--- config.mk ---
export PLATFORM = sky130hd
export DESIGN_NAME = fb_pixel_unpacker_flat
export DESIGN_NICKNAME = d
export VERILOG_FILES = /design/src/rtl/fb_pixel_unpacker_if.sv /design/src/rtl/fb_pixel_unpacker.sv /design/src/flat_wrapper.sv
export SDC_FILE = /design/constraint.sdc
export NUM_CORES = 1
export LEC_CHECK = 0
export CAP_MARGIN = 20
export CORE_ASPECT_RATIO = 1.4
export CORE_UTILIZATION = 50
export DETAILED_ROUTE_END_ITERATION = 12
export GPL_TIMING_DRIVEN = 0
export PLACE_DENSITY = 0.74
export SETUP_SLACK_MARGIN = 0.15
export SLEW_MARGIN = 20
export SYNTH_ARGS = -nofsm -noshare
export SYNTH_HDL_FRONTEND = slang
export SYNTH_SLANG_ARGS = --single-unit
--- constraint.sdc ---
create_clock -name pixclk -period 2.4 [get_ports pixclk]
set_input_delay 0.6 -clock pixclk [delete_from_list [all_inputs] [get_ports pixclk]]
set_output_delay 0.6 -clock pixclk [all_outputs]
set_load 0.03 [all_outputs]
--- src/rtl/fb_pixel_unpacker_if.sv ---
// Frame RAM read port and pixel stream shared by the unpacker (master)
// and its memory/sink neighbours (slave).
interface fb_pixel_unpacker_if #(
  parameter int WORD_W = 32,
  parameter int PIX_W  = 8,
  parameter int ADDR_W = 17
);
  logic              mem_rd;
  logic [ADDR_W-1:0] mem_addr;
  logic [WORD_W-1:0] mem_data;
  logic              pix_valid;
  logic              pix_ready;
  logic [PIX_W-1:0]  pix_data;
  logic              pix_sof;
  logic              pix_eof;

  modport master (
    output mem_rd, mem_addr, pix_valid, pix_data, pix_sof, pix_eof,
    input  mem_data, pix_ready
  );

  modport slave (
    input  mem_rd, mem_addr, pix_valid, pix_data, pix_sof, pix_eof,
    output mem_data, pix_ready
  );
endinterface

--- src/rtl/fb_pixel_unpacker.sv ---
// Streams packed frame-RAM words through a 2-entry word buffer and emits one
// pixel per transfer, tagging the first and last pixel of each frame.
module fb_pixel_unpacker #(
  parameter int WORD_W      = 32,
  parameter int PIX_W       = 8,
  parameter int ADDR_W      = 17,
  parameter int FRAME_WORDS = 76800,
  parameter int MSB_FIRST   = 0
) (
  input  logic                pixclk,
  input  logic                reset,
  input  logic                frame_sync,
  fb_pixel_unpacker_if.master bus
);
  localparam int PPW    = WORD_W / PIX_W;
  localparam int LANE_W = $clog2(PPW);
  localparam logic [LANE_W-1:0] LAST_LANE = LANE_W'(PPW - 1);
  localparam logic [ADDR_W-1:0] LAST_ADDR = ADDR_W'(FRAME_WORDS - 1);

  logic [WORD_W-1:0] fifo_word [2];
  logic [1:0]        fifo_first;
  logic [1:0]        fifo_last;
  logic              head;
  logic [1:0]        count;
  logic [LANE_W-1:0] lane;
  logic [ADDR_W-1:0] addr;
  logic              active;
  logic              inflight;
  logic              inflight_first;
  logic              inflight_last;

  logic [1:0]        occupancy;
  logic              issue;
  logic              has_word;
  logic              xfer;
  logic              pop;
  logic              wr_ptr;
  logic [WORD_W-1:0] head_word;
  logic [LANE_W-1:0] sel;

  // active keeps mem_rd low until the first clock edge after reset release
  assign occupancy = count + {1'b0, inflight};
  assign issue     = active && (occupancy < 2'd2) && !frame_sync;
  assign has_word  = (count != 2'd0);
  assign xfer      = has_word && bus.pix_ready;
  assign pop       = xfer && (lane == LAST_LANE);
  assign wr_ptr    = head ^ count[0];

  assign head_word = fifo_word[head];
  assign sel       = (MSB_FIRST != 0) ? (LAST_LANE - lane) : lane;

  assign bus.mem_rd    = issue;
  assign bus.mem_addr  = addr;
  assign bus.pix_valid = has_word;
  assign bus.pix_data  = head_word[int'(sel) * PIX_W +: PIX_W];
  assign bus.pix_sof   = has_word && fifo_first[head] && (lane == '0);
  assign bus.pix_eof   = has_word && fifo_last[head] && (lane == LAST_LANE);

  always_ff @(posedge pixclk or negedge reset) begin
    if (!reset) begin
      active         <= 1'b0;
      addr           <= '0;
      inflight       <= 1'b0;
      inflight_first <= 1'b0;
      inflight_last  <= 1'b0;
    end else begin
      active <= 1'b1;
      if (frame_sync) begin
        addr     <= '0;
        inflight <= 1'b0;
      end else begin
        inflight <= issue;
        if (issue) begin
          inflight_first <= (addr == '0);
          inflight_last  <= (addr == LAST_ADDR);
          addr           <= (addr == LAST_ADDR) ? '0 : addr + 1'b1;
        end
      end
    end
  end

  // A frame_sync flush drops both buffered words and the word returning this cycle
  always_ff @(posedge pixclk or negedge reset) begin
    if (!reset) begin
      fifo_word[0] <= '0;
      fifo_word[1] <= '0;
      fifo_first   <= '0;
      fifo_last    <= '0;
      head         <= 1'b0;
      count        <= '0;
      lane         <= '0;
    end else if (frame_sync) begin
      head  <= 1'b0;
      count <= '0;
      lane  <= '0;
    end else begin
      if (inflight) begin
        fifo_word[wr_ptr]  <= bus.mem_data;
        fifo_first[wr_ptr] <= inflight_first;
        fifo_last[wr_ptr]  <= inflight_last;
      end
      if (xfer) begin
        lane <= pop ? '0 : lane + 1'b1;
      end
      if (pop) begin
        head <= ~head;
      end
      count <= count + {1'b0, inflight} - {1'b0, pop};
    end
  end
endmodule

--- src/flat_wrapper.sv ---
// flat-port wrapper written by rule: the top's interface ports become plain ports
module fb_pixel_unpacker_flat 
#(
  parameter int WORD_W      = 32,
  parameter int PIX_W       = 8,
  parameter int ADDR_W      = 17,
  parameter int FRAME_WORDS = 76800,
  parameter int MSB_FIRST   = 0
)
  (pixclk, reset, frame_sync, bus_mem_rd, bus_mem_addr, bus_pix_valid, bus_pix_data, bus_pix_sof, bus_pix_eof, bus_mem_data, bus_pix_ready);
  fb_pixel_unpacker_if #(.WORD_W(WORD_W), .PIX_W(PIX_W), .ADDR_W(ADDR_W)) bus_i ();
  input  logic pixclk;
  input  logic reset;
  input  logic frame_sync;
  output wire logic [$bits(bus_i.mem_rd)-1:0] bus_mem_rd;
  output wire logic [$bits(bus_i.mem_addr)-1:0] bus_mem_addr;
  output wire logic [$bits(bus_i.pix_valid)-1:0] bus_pix_valid;
  output wire logic [$bits(bus_i.pix_data)-1:0] bus_pix_data;
  output wire logic [$bits(bus_i.pix_sof)-1:0] bus_pix_sof;
  output wire logic [$bits(bus_i.pix_eof)-1:0] bus_pix_eof;
  input wire logic [$bits(bus_i.mem_data)-1:0] bus_mem_data;
  input wire logic [$bits(bus_i.pix_ready)-1:0] bus_pix_ready;
  assign bus_mem_rd = bus_i.mem_rd;
  assign bus_mem_addr = bus_i.mem_addr;
  assign bus_pix_valid = bus_i.pix_valid;
  assign bus_pix_data = bus_i.pix_data;
  assign bus_pix_sof = bus_i.pix_sof;
  assign bus_pix_eof = bus_i.pix_eof;
  assign bus_i.mem_data = bus_mem_data;
  assign bus_i.pix_ready = bus_pix_ready;
  fb_pixel_unpacker #(.WORD_W(WORD_W), .PIX_W(PIX_W), .ADDR_W(ADDR_W), .FRAME_WORDS(FRAME_WORDS), .MSB_FIRST(MSB_FIRST)) u_core (.pixclk(pixclk), .reset(reset), .frame_sync(frame_sync), .bus(bus_i));
endmodule
==> flow_metrics.env, run 1 <==
export IMPL_dieArea_sq_um=9418
export IMPL_maxCapViolations=0
export IMPL_cts_sinks=94
export IMPL_dpl_worst_slack_ns=-0.5224
export IMPL_synth_nets=393
export IMPL_final_cells=547
export IMPL_syn_inst=351
export IMPL_critPathKind="reg -> out"
export IMPL_reg2reg_from="u_core.bus.mem_addr[10]"
export IMPL_p_per_area_nw_per_um2=776.6
export IMPL_cp_num_buf_inv=3
export IMPL_grt_setup_unrepaired="true"
export IMPL_layout_setup_ws_ns=-0.04829
export IMPL_nNetsFinal=479
export IMPL_post_route_period_util_pct=102.0
export IMPL_crit_end="bus_pix_data[0]"
export IMPL_start_util_pct=52.14
export IMPL_cp_max_fo=5
export IMPL_drive_gt1_share_pct=33.48
export IMPL_grt_pass1_vias=3279
export IMPL_top_level_ports=65
export IMPL_synth_area_sq_um=4514
export IMPL_dr_pass1_iters=4
export IMPL_coreArea_sq_um=8658
export IMPL_ys_ff_latch=94
export IMPL_routed_wl_um=10430
export IMPL_crit_family="multiplexers"
export IMPL_wl_per_cell_um=19.07
export IMPL_ant_nets=0
export IMPL_crit_arrival_ns=1.85
export IMPL_hold_violations=0
export IMPL_drcViolationCount=0
export IMPL_grt_util_met3_pct=6.614
export IMPL_async_flop_share_pct=100.0
export IMPL_hold_class="in -> async"
export IMPL_slew_headroom_pct=63.51
export IMPL_crit_cells=6
export IMPL_synth_edf_count=0
export IMPL_h_tree_depth=3
export IMPL_fmaxAchievable_mhz=408.4
export IMPL_ff2ff_path_depth=5
export IMPL_busiest_layer="met2"
export IMPL_use_met2_pct=41.60
export IMPL_avgViaCountPerCell=5.771
export IMPL_final_cell_mix="dfrtp_1, clkdlybuf4s50_1, mux2_2"
export IMPL_cp_common_cell="nand2_2"
export IMPL_grt_overflow_total=0
export IMPL_yosys_warnings=0
export IMPL_cts_tree="done"
export IMPL_drv_slew=0
export IMPL_io_buffer_count=64
export IMPL_cp_required_ns=1.80
export IMPL_clockBufferDepth=2
export IMPL_ctsHoldBuffers=0
export IMPL_numCtsBuffers=9
export IMPL_cpPeakStageDelay_ns=0.54
export IMPL_setup_violations=7
export IMPL_die_x_um=82.31
export IMPL_status="complete, but fails checks"
export IMPL_gp_congestion=0.9349
export IMPL_startpoint="u_core.head"
export IMPL_path_clk_slew_ns=0.07
export IMPL_skew_ns=0.006933
export IMPL_cp_cell_sequence="buf_8 -> buf_12 -> mux4_2 -> nand2_2 -> nand2_2 -> buf_6"
export IMPL_dp_hpwl_um=6984
export IMPL_irDropWorstVdd_v=0.0005747
export IMPL_final_common_cell="dfrtp_1"
export IMPL_synthFlopType="dfrtp_1"
export IMPL_synthDistinctLibCells=51
export IMPL_met1_usage_pct=29.71
export IMPL_avgSynthCellArea_sq_um=12.86
export IMPL_gr_usage_all_layers_pct=24.84
export IMPL_reg2reg_to="u_core.bus.mem_addr[2]"
export IMPL_ys_seq_area_share_pct=52.11
export IMPL_antenna_cells=0
export IMPL_failed_checks="setup timing"
export IMPL_crit_path_end_kind="output port"
export IMPL_worstSkewPairLatency_ns=0.35
export IMPL_drtIter0Drc=177
export IMPL_area_growth_pct=29.10
export IMPL_grt_pass1_wl_um=16930
export IMPL_vias=3157
export IMPL_finalCriticalPeriod_ns=2.448
export IMPL_slowest_stage="mux4_2"
export IMPL_grt_start_max_net_pins=50
export IMPL_reg2reg_slack_ns=0.38
export IMPL_p_leak_nw=2.534
export IMPL_worst_slew_pin_slew_ns=0.5423
export IMPL_cp_start_kind="flop"
export IMPL_dpl_cell_count=521
export IMPL_die_h_um=114.4
export IMPL_fp_row_count=40
export IMPL_antenna_found_initial=0
export IMPL_clockRootBuffer="clkbuf_16"
[worst reg2reg max path: cells and delay by family, from the launching register on]
kind            cells  cell delay [ns]
flops               1             0.47
buf+inv             1             0.23
simple gates        2             0.86
compound gates      2             0.36
[metrics by stage]
stage	utilization, %	setup TNS, ns	area (sq um)	hold slack (ns)	power, mW
after global routing	67.31	-0.6201	5828	0.2107	4.737
after CTS	67.10	-0.1339	5809	0.1843	4.541
after global placement	61.05	-258.58	5286	0.4636	3.045
final	67.31	-0.2363	5828	0.1698	4.526
after detailed placement	61.39	-12.05	5315	0.4749	3.109
after floorplan	-	0	4514	0.3044	2.729
[flip-flops by register name, summed over array words and instances, names as in the netlist]
name                   cells
u_core.inflight            1
u_core.fifo_last           2
u_core.inflight_first      1
u_core.fifo_word          64
u_core.lane                2
u_core.bus.mem_addr       17
u_core.fifo_first          2
u_core.inflight_last       1
u_core.head                1
u_core.active              1
u_core.count               2
[cells by family after synthesis]
family / Yosys count / synth area share, %
other: 1 / 0.08307
adders and majority gates: 6 / 1.663
buffers and inverters: 29 / 2.993
and+or+nand+nor: 92 / 11.09
muxes: 86 / 25.44
AOI/OAI and AO/OA: 36 / 4.851
xor gates and xnor gates: 7 / 1.774
DFF: 94 / 52.11
[final cells by class]
cell class	instances	area [sq um]
fillers	623	2830
flip-flops and latches	94	2352
multi-input cells	228	2074
repair buffers	75	797.0
clock buffers	12	256.5
plain buffers	18	137.6
well taps	105	131.4
inverters	11	48.80
clock inverters	4	30.03
[Yosys cell counts (3+ instances only)]
cell / number / area share [%]
nand3_1: 14 / 1.6
and3_1: 3 / 0.42
nor2_1: 10 / 0.83
xor2_1: 3 / 0.58
nor4_1: 5 / 0.69
buf_2: 12 / 1.3
nand2_1: 37 / 3.1
a21oi_1: 12 / 1.3
mux2_2: 52 / 13
mux2_1: 18 / 4.5
clkbuf_1: 3 / 0.25
o21ai_1: 9 / 1.0
xnor2_1: 3 / 0.58
nand2b_1: 3 / 0.42
dfrtp_1: 94 / 52
inv_1: 10 / 0.83
o21ai_0: 5 / 0.55
mux4_2: 16 / 8.0
or3_1: 3 / 0.42
ha_1: 6 / 1.7
[report_power, final]
part / leakage, nW / internal [mW] / switching [mW]
Sequential: 1.19 / 1.94 / 0.187
Combinational: 1.21 / 0.576 / 0.446
Clock: 0.139 / 0.763 / 0.615
Total: 2.53 / 3.28 / 1.25
[worst min-delay path by stage]
| stage | end | slack [ns] |
|---|---|---|
| 2_1_floorplan | u_core.active | 0.30 |
| 3_3_place_gp | u_core.fifo_word[6] | 0.46 |
| 3_5_place_dp | u_core.fifo_word[19] | 0.47 |
| 4_1_cts | u_core.fifo_word[60] | 0.18 |
| 5_1_grt | u_core.fifo_word[60] | 0.21 |
| 6_report | u_core.fifo_word[20] | 0.17 |
[metal layers]
metal | wire, um | up-vias
li1 | - | 1442
met3 | 547 | 20
met4 | 329 | 0
met2 | 5497 | 99
met5 | 0 | -
met1 | 4060 | 1596
[repair_timing]
item                                    CTS  global route
cloned                                    1             0
pin swaps                                13             2
endpoints found under the setup margin   42            11
resized for setup                       110             4
buffers inserted                          8             1
endpoints found under the hold margin     0             0
Power figures use the tool's default switching activity.
==> inputs of run 2 (changes only) <==
--- a/config.mk
+++ b/config.mk
@@ -9,8 +9,9 @@
 export CORE_ASPECT_RATIO = 1.4
 export CORE_UTILIZATION = 50
 export DETAILED_ROUTE_END_ITERATION = 12
-export GPL_TIMING_DRIVEN = 0
+export HOLD_SLACK_MARGIN = 0.1
 export PLACE_DENSITY = 0.74
+export REMOVE_ABC_BUFFERS = 1
 export SETUP_SLACK_MARGIN = 0.15
 export SLEW_MARGIN = 20
 export SYNTH_ARGS = -nofsm -noshare
==> run 2 against run 1 <==
The flow now finishes without violations. Clock power fell by 9%. Critical path depth is the same. Count of clock-buffer cells in the layout stayed put. Register-to-register slack lost 0.04 ns. Sequential share of layout area is 0.69 points higher. Cell count fell by 2.2%. Routed wire length is 11% lower. Die area unchanged. First-iteration DRC count fell by 40%. Critical path type unchanged. Highest routed layer unchanged.
==> flow_metrics.env, run 2 (synthesized netlist as in run 1, its figures left out) <==
export IMPL_final_cell_mix="dfrtp_1, mux2_2, clkdlybuf4s50_1"
export IMPL_largest_reg_flops=64
export IMPL_die_h_um=114.4
export IMPL_finalCriticalPeriod_ns=2.344
export IMPL_hold_violations=0
export IMPL_cp_common_cell="buf_6"
export IMPL_cts_sinks=94
export IMPL_fillers=654
export IMPL_status="finished clean"
export IMPL_fmaxAchievable_mhz=426.6
export IMPL_die_x_um=82.31
export IMPL_maxCapViolations=0
export IMPL_drv_slew=0
export IMPL_irDropWorstVdd_v=0.0004397
export IMPL_skew_ns=0.007578
export IMPL_h_tree_depth=3
export IMPL_final_area_sq_um=5733
export IMPL_p_per_area_nw_per_um2=760.0
export IMPL_top_level_ports=65
export IMPL_cp_required_ns=1.80
export IMPL_drtIter0Drc=106
export IMPL_numCtsBuffers=9
export IMPL_place_area_sq_um=5370
export IMPL_combPwrFrac_pct=22.1
export IMPL_tns_ns=0
export IMPL_power_frac_clock_pct=29.0
export IMPL_swShare_pct=26.17
export IMPL_path_clk_slew_ns=0.06
export IMPL_io_buffer_count=64
export IMPL_cp_max_fo=5
export IMPL_seq_area_sq_um=2354
export IMPL_dieArea_sq_um=9418
export IMPL_clockRootBuffer="clkbuf_16"
export IMPL_antenna_found_initial=0
export IMPL_regMostFlops="u_core.fifo_word"
export IMPL_grt_pass1_vias=3131
export IMPL_post_route_period_util_pct=97.68
export IMPL_final_common_cell="dfrtp_1"
export IMPL_p_int_mw=3.217
export IMPL_routed_wl_um=9291
export IMPL_pwr_share_seq_pct=48.9
export IMPL_p_sw_mw=1.140
export IMPL_fp_row_count=40
export IMPL_layout_setup_ws_ns=0.05570
export IMPL_setup_violations=0
export IMPL_nNetsFinal=469
export IMPL_dp_hpwl_um=6263
export IMPL_holdWs_ns=0.1264
export IMPL_grt_setup_unrepaired="true"
export IMPL_drive_gt1_share_pct=30.93
export IMPL_cp_cell_sequence="buf_6 -> buf_16 -> buf_12 -> mux2_4 -> and3_4 -> buf_6"
export IMPL_crit_arrival_ns=1.74
export IMPL_area_growth_pct=27.00
export IMPL_clockBufferDepth=2
export IMPL_p_leak_nw=2.468
export IMPL_start_util_pct=52.14
export IMPL_gr_usage_all_layers_pct=21.84
export IMPL_wl_per_cell_um=17.37
export IMPL_coreArea_sq_um=8658
export IMPL_critPathKind="reg -> out"
export IMPL_avgViaCountPerCell=5.656
export IMPL_worstSkewPairLatency_ns=0.34
export IMPL_final_util_pct=66.21
export IMPL_hold_class="in -> async"
export IMPL_grt_pass1_wl_um=15080
export IMPL_dr_pass1_iters=4
export IMPL_grt_overflow_total=0
export IMPL_cts_tree="done"
export IMPL_cpPeakStageDelay_ns=0.44
export IMPL_slowest_stage="dfrtp_2"
export IMPL_vias=3026
export IMPL_dpl_worst_slack_ns=-0.01131
export IMPL_ant_nets=0
export IMPL_gp_congestion=0.8106
export IMPL_grt_start_max_net_pins=55
export IMPL_drcViolationCount=0
export IMPL_crit_path_end_kind="output port"
export IMPL_antenna_cells=0
export IMPL_multi_input_area_sq_um=2066
export IMPL_cp_start_kind="flop"
==> run 2: cell type report <==
type                       instances  share of cell area (%)
sequential                        94                   41.05
multi-input combinational        228                   36.03
timing repair buffer              83                   15.43
clock buffer                      12                   4.299
tap                              105                   2.292
inverter                          11                  0.7202
clock inverter                     2                  0.1746
==> run 2: what timing repair did <==
action	in CTS	in global routing
setup endpoints to repair	12	10
hold buffers	0	0
gates cloned	1	0
resized for setup	78	4
pin swaps	12	7
setup buffers	3	1
==> run 2: per-stage QoR <==
step / total power [mW] / instances
finish: 4.357 / 535
global route: 4.593 / 535
CTS: 4.386 / 534
detailed placement: 3.100 / 516
global placement: 3.050 / 516
floorplan: 2.720 / 333
==> run 2: power by group through the flow <==
stage / clock network (mW) / logic (mW) / registers, mW
after floorplan: 0 / 0.629 / 2.09
after CTS: 1.30 / 0.965 / 2.12
final: 1.26 / 0.963 / 2.13
after global routing: 1.37 / 1.05 / 2.18
after detailed placement: 0 / 0.947 / 2.15
after global placement: 0 / 0.919 / 2.13
==> run 2: path summary, 6_finish.rpt <==
kind,startpoint,cells after the start,end,slack (ns)
worst min register to register,u_core.fifo_word[13],1,u_core.fifo_word[13],0.48
max in group asynchronous,reset,2,u_core.head,1.66
worst min-delay path,reset,1,u_core.fifo_word[18],0.13
worst max register to register,u_core.head,7,u_core.fifo_word[25],0.34
worst max-delay path,u_core.head,6,bus_pix_sof,0.06
min in group pixclk,u_core.fifo_word[13],1,u_core.fifo_word[13],0.48
==> run 2: routing by layer <==
metal	share of wire, %	global-route usage, %	wire, um	vias up
li1	-	-	-	1413
met3	4.8	5.657	447	14
met2	51	36.14	4698	71
met1	43	27.52	3951	1528
met4	2.1	7.251	194	0
met5	0	0	0	-
==> run 2: worst max-delay path, delay by kind of cell, from the launching register on <==
family	cells	cell delay, ns
flip-flops	1	0.44
buffers and inverters	4	0.52
AND/OR/NAND/NOR	1	0.15
multiplexers	1	0.29
